<file path="config.mk">
export PLATFORM = sky130hd
export DESIGN_NAME = fifo_stream_reader
export DESIGN_NICKNAME = d
export VERILOG_FILES = /design/src/rtl/fifo_pkg.sv /design/src/rtl/stream_buf2.sv /design/src/rtl/fifo_stream_reader.sv
export SDC_FILE = /design/constraint.sdc
export NUM_CORES = 1
export LEC_CHECK = 0
export ABC_AREA = 1
export ABC_CLOCK_PERIOD_IN_PS = 2200
export CAP_MARGIN = 40
export CELL_PAD_IN_SITES_DETAIL_PLACEMENT = 2
export CELL_PAD_IN_SITES_GLOBAL_PLACEMENT = 2
export CORE_MARGIN = 1.5
export CORE_UTILIZATION = 27
export CTS_CLUSTER_SIZE = 28
export DETAILED_ROUTE_END_ITERATION = 6
export PLACE_DENSITY_LB_ADDON = 0.1
export SYNTH_ARGS = -nofsm -noshare
export SYNTH_HDL_FRONTEND = slang
export SYNTH_SLANG_ARGS = --single-unit
</file>
<file path="constraint.sdc">
create_clock -name rd_clk -period 2.2 [get_ports rd_clk]
set_input_delay 0.33 -clock rd_clk [delete_from_list [all_inputs] [get_ports rd_clk]]
set_output_delay 0.33 -clock rd_clk [all_outputs]
set_load 0.005 [all_outputs]
</file>
<file path="src/rtl/fifo_pkg.sv">
// Shared definitions for the FIFO read-side contract (show-ahead head word,
// two-deep read buffer) used by the FIFO and its stream readers.
package fifo_pkg;

  localparam int unsigned FIFO_RD_BUF_DEPTH = 2;
  localparam int unsigned BUF_CNT_W         = $clog2(FIFO_RD_BUF_DEPTH + 1);

  // A programmed length of zero means a single-beat packet.
  function automatic int unsigned norm_len(input int unsigned len);
    return (len == 0) ? 1 : len;
  endfunction

endpackage

</file>
<file path="src/rtl/stream_buf2.sv">
// Two-entry register buffer presenting pushed words as a valid/ready stream.
// The push side never looks at m_ready, so upstream strobes stay registered-only.
module stream_buf2
  import fifo_pkg::*;
#(
  parameter int unsigned WIDTH = 9
) (
  input  logic                 clk,
  input  logic                 rst_n,
  input  logic                 push,
  input  logic [WIDTH-1:0]     push_data,
  output logic                 m_valid,
  input  logic                 m_ready,
  output logic [WIDTH-1:0]     m_data,
  output logic [BUF_CNT_W-1:0] count
);

  logic [WIDTH-1:0]     ent_q [FIFO_RD_BUF_DEPTH];
  logic                 head_q;
  logic                 head_d;
  logic                 tail_q;
  logic                 tail_d;
  logic [BUF_CNT_W-1:0] count_q;
  logic [BUF_CNT_W-1:0] count_d;
  logic                 accept;
  logic                 take;

  // A push into a full buffer is dropped rather than overwriting the head.
  assign accept = push & (count_q < BUF_CNT_W'(FIFO_RD_BUF_DEPTH));
  assign take   = (count_q != '0) & m_ready;

  always_comb begin
    count_d = count_q;
    head_d  = head_q;
    tail_d  = tail_q;
    unique case ({accept, take})
      2'b10:   count_d = count_q + BUF_CNT_W'(1);
      2'b01:   count_d = count_q - BUF_CNT_W'(1);
      default: count_d = count_q;
    endcase
    if (accept) tail_d = ~tail_q;
    if (take)   head_d = ~head_q;
  end

  always_ff @(posedge clk or negedge rst_n) begin
    if (!rst_n) begin
      count_q <= '0;
      head_q  <= 1'b0;
      tail_q  <= 1'b0;
      for (int unsigned i = 0; i < FIFO_RD_BUF_DEPTH; i++) begin
        ent_q[i] <= '0;
      end
    end else begin
      count_q <= count_d;
      head_q  <= head_d;
      tail_q  <= tail_d;
      if (accept) ent_q[tail_q] <= push_data;
    end
  end

  assign m_valid = (count_q != '0);
  assign m_data  = ent_q[head_q];
  assign count   = count_q;

endmodule

</file>
<file path="src/rtl/fifo_stream_reader.sv">
// Pops a show-ahead FIFO into a buffered valid/ready stream and frames the
// words into packets of a runtime-programmable length.
module fifo_stream_reader
  import fifo_pkg::*;
#(
  parameter int unsigned WIDTH = 8,
  parameter int unsigned LEN_W = 8
) (
  input  logic             rd_clk,
  input  logic             rd_rst_n,
  input  logic             en,
  input  logic [LEN_W-1:0] pkt_len,
  input  logic             fifo_empty,
  input  logic [WIDTH-1:0] fifo_rd_data,
  output logic             fifo_rd,
  output logic [WIDTH-1:0] m_data,
  output logic             m_valid,
  input  logic             m_ready,
  output logic             m_last,
  output logic             pkt_done,
  output logic             busy
);

  logic [BUF_CNT_W-1:0] count;
  logic [WIDTH:0]       buf_out;
  logic [LEN_W-1:0]     beat_q;
  logic [LEN_W-1:0]     beat_d;
  logic [LEN_W-1:0]     len_q;
  logic [LEN_W-1:0]     len_d;
  logic [LEN_W-1:0]     len_eff;
  logic                 last_bit;
  logic                 pkt_done_q;
  logic                 pkt_done_d;

  // Reset gates the strobe so the FIFO never loses a word while we are held.
  assign fifo_rd = rd_rst_n & en & ~fifo_empty & (count < BUF_CNT_W'(FIFO_RD_BUF_DEPTH));

  // At a packet boundary the live pkt_len frames the very beat being popped.
  always_comb begin
    len_eff    = (beat_q == '0) ? LEN_W'(norm_len(32'(pkt_len))) : len_q;
    last_bit   = (beat_q == len_eff - LEN_W'(1));
    len_d      = len_eff;
    beat_d     = beat_q;
    if (fifo_rd) beat_d = last_bit ? '0 : beat_q + LEN_W'(1);
    pkt_done_d = m_valid & m_ready & m_last;
  end

  always_ff @(posedge rd_clk or negedge rd_rst_n) begin
    if (!rd_rst_n) begin
      beat_q     <= '0;
      len_q      <= LEN_W'(1);
      pkt_done_q <= 1'b0;
    end else begin
      beat_q     <= beat_d;
      len_q      <= len_d;
      pkt_done_q <= pkt_done_d;
    end
  end

  stream_buf2 #(
    .WIDTH(WIDTH + 1)
  ) u_buf (
    .clk      (rd_clk),
    .rst_n    (rd_rst_n),
    .push     (fifo_rd),
    .push_data({last_bit, fifo_rd_data}),
    .m_valid  (m_valid),
    .m_ready  (m_ready),
    .m_data   (buf_out),
    .count    (count)
  );

  assign m_data   = buf_out[WIDTH-1:0];
  assign m_last   = buf_out[WIDTH];
  assign pkt_done = pkt_done_q;
  assign busy     = (count != '0) | (beat_q != '0);

endmodule

</file>
==> impl_metrics.py <==
metrics = {
    "logic_synthesis": {
        "synth.cell_area_um2": 2360,
        "syn_inst": 334,
        "ys_types": 25,
        "ys_ff_latch": 39,
        "syn_avg_cell_area_um2": 7.07,
        "syn-num-nets": 359,
        "synth_warnings": 0,
        "ys_seq_area_share_pct": 41.4,
    },
    "power_and_ir_drop": {
        "power_leakage_nw": 1.80,
        "powerDensity_nw_per_um2": 978,
        "ir_worst_vdd_v": 0.000409,
        "p_total_w": 0.00337,
    },
    "route": {
        "drtIter0Drc": 49,
        "vias": 2359,
        "routed_wl_um": 8020,
        "drc": 0,
        "routed_via_density": 4.48,
        "detail_route.wl_per_cell_um": 15.2,
        "ant_nets": 0,
        "dr.pass1.iters": 4,
    },
    "critical_path": {
        "cp.required_ns": 2.39,
        "worstRegToRegCells": 15,
        "critPathArrivalTime_ns": 2.54,
        "worstSetupStartpointType": "flip-flop",
        "critPathKind": "reg -> reg",
        "rrSetupSlack_ns": -0.14,
        "rr_startpoint": "beat_q[4]",
        "end_kind": "flip-flop",
        "crit_path_end": "beat_q[2]",
        "crit_fanout": 6,
        "startpoint": "beat_q[4]",
        "rr_endpoint": "beat_q[2]",
    },
    "place": {
        "gp_congestion": 0.746,
        "postPlaceCellArea_um2": 3160,
        "io_buffers": 33,
        "post-dp-hpwl_um": 6170,
        "placed_cells": 512,
    },
    "cts": {
        "htreeDepth": 2,
        "holdBufCountCts": 0,
        "clock_latency_ns": 0.30,
        "cts_sinks": 39,
        "numCtsBuffers": 5,
        "clk_pin_slew_ns": 0.09,
        "cts_tree": "done",
        "clk_path_buf_depth": 2,
        "root_buffer": "clkbuf_8",
    },
    "floorplanning": {
        "dieArea_um2": 9320,
        "pin_count": 34,
        "die_w_um": 96.5,
        "dieHeight_um": 96.5,
        "core_um2": 8340,
        "rows": 33,
        "start_util_pct": 28.3,
    },
    "sta": {
        "timing.final.ws_setup_ns": -0.144,
        "relSlewSlack_pct": 64.3,
        "finClkSkew_ns": 0.00604,
        "whs_ns": 0.171,
        "final_max_slew_viol_count": 0,
        "fin_crit_ns": 2.34,
        "setup_viol": 10,
        "timing.fmax_mhz": 427,
        "hold_viol": 0,
        "tightest_slew_ns": 0.535,
        "fin_crit_sh_pct": 107,
        "rsz0062_at_grt": "yes",
    },
    "final_layout": {
        "fin_area_um2": 3440,
        "final_nets": 446,
        "multiInputGateArea_um2": 1280,
        "regArea_um2": 980,
        "antenna_cells": 0,
        "final.fill_count": 989,
        "synthToLayoutAreaGrowth_pct": 45.7,
        "layout-drive-gt1-share_pct": 25.8,
        "final_cells": 527,
    },
    "global_routing": {
        "grt_pass1_vias": 2661,
        "track_usage_pct": 18.7,
        "grt_pass1_wl_um": 13000,
        "antenna_found_initial": 0,
        "grt_max_degree": 40,
        "grt_overflow": 0,
    },
    "job": {
        "maxCapViolCount": 0,
    },
    "outcome": {
        "outcome": "finished, violations left",
        "violations": "negative setup slack",
    },
    "hold_path": {
        "hold_class": "in -> async",
    },
}
==> state kept, by name, summed over array words and instances (netlist names) <==
register	count
u_buf.tail_q	1
pkt_done	1
u_buf.count	2
u_buf.ent_q	18
beat_q	8
len_q	8
u_buf.head_q	1
==> worst max-delay path, stage by stage (launching register included) <==
cell      delay (ns)
dfrtp_1         0.45
buf_6           0.15
nor3_4          0.21
nand3b_1        0.18
nand2_4         0.12
ha_4            0.16
nand3_4         0.09
nor2_4          0.14
nand3_2         0.10
nand3_1         0.09
nand2_1         0.06
nor2_2          0.10
buf_6           0.14
nand3_4         0.11
nand2_2         0.10
inv_2           0.04
==> synthesized netlist by cell type <==
library cell    n  share of area (%)
nand2_1       129                 20
inv_1          52                8.3
dfrtp_1        38                 40
o21ai_0        23                4.9
nor2_1         19                3.0
nand3_1        17                3.6
nand2_2         8                2.1
xor2_1          7                2.6
nor2_2          6                1.6
nand3b_1        5                1.6
ha_1            4                2.1
clkbuf_1        3               0.48
inv_2           3               0.48
nor2_4          3                1.4
a21oi_1         2               0.42
nand4_1         2               0.53
nor3_1          2               0.42
nor3_4          2                1.4
o21ai_2         2               0.74
xnor2_1         2               0.74
clkinv_1        1               0.16
dfstp_2         1                1.1
nand2_4         1               0.48
nand3_4         1               0.74
or2_4           1               0.37
==> worst min-delay path by stage <==
| stage | to | depth (start not counted) |
|---|---|---|
| after floorplan | beat_q[0] | 0 |
| after global placement | u_buf.ent_q[9] | 2 |
| after detailed placement | u_buf.ent_q[17] | 2 |
| after CTS | beat_q[2] | 2 |
| after global routing | u_buf.ent_q[16] | 2 |
| final | u_buf.head_q | 2 |
==> cell families (layout without fill, tap and decap cells) <==
family	after synthesis	count (layout)	synth area share, %
AOI/OAI and AO/OA	27	27	6.04
and+or+nand+nor	196	196	37.8
xor gates and xnor gates	9	9	3.34
adders and majority gates	4	4	2.12
DFF	39	39	41.4
buffers and inverters	59	147	9.37
==> power by group <==
group          internal (W)  switching [W]
logic              0.000753       0.000745
registers          0.000958       0.000178
clock network      0.000454       0.000279
==> placed cells by master (no fill, tap or decap), types with 3 or more instances in the layout <==
cell type,n
dfrtp_1,36
inv_2,9
nand3b_1,5
o21ai_0,22
nand2_2,11
nor2_2,3
nand3_1,13
xor2_1,7
nor2_4,6
nand2_1,123
clkbuf_8,5
o21ai_2,3
nor2_1,19
clkdlybuf4s50_1,31
buf_6,3
nand3_2,3
buf_4,47
nand2_4,4
inv_1,46
==> cell type report <==
cell class                      count  share of cell area, %
Clock buffer                        6                   2.11
Multi-Input combinational cell    236                   37.1
Sequential cell                    39                   28.5
Clock inverter                      2                   1.75
Timing Repair Buffer               83                   20.7
Tap cell                          105                   3.82
Inverter                           56                   6.11
==> metrics by stage <==
stage | setup WS, ns | utilization, % | TNS (ns)
floorplan | -0.102 | - | -0.759
global placement | -0.343 | 37.9 | -3.14
global route | -0.311 | 41.3 | -2.90
finish | -0.144 | 41.3 | -1.23
detailed placement | -0.437 | 37.9 | -3.85
CTS | -0.217 | 40.7 | -1.98
==> routing by layer <==
layer | routed length (um) | up-vias | track usage [%] | share of wire, %
met5 | 0 | - | 0 | 0
met4 | 56 | 0 | 3.62 | 0.70
met3 | 163 | 6 | 2.58 | 2.0
met2 | 4460 | 29 | 36.5 | 56
met1 | 3340 | 1138 | 21.4 | 42
li1 | - | 1186 | - | -
==> timing repair <==
action	in CTS	in global routing
hold endpoints to repair	0	0
gates resized for setup	19	10
setup endpoints to repair	11	10
buffers inserted	6	1
pin swaps	12	5
Power figures use the tool's default switching activity.
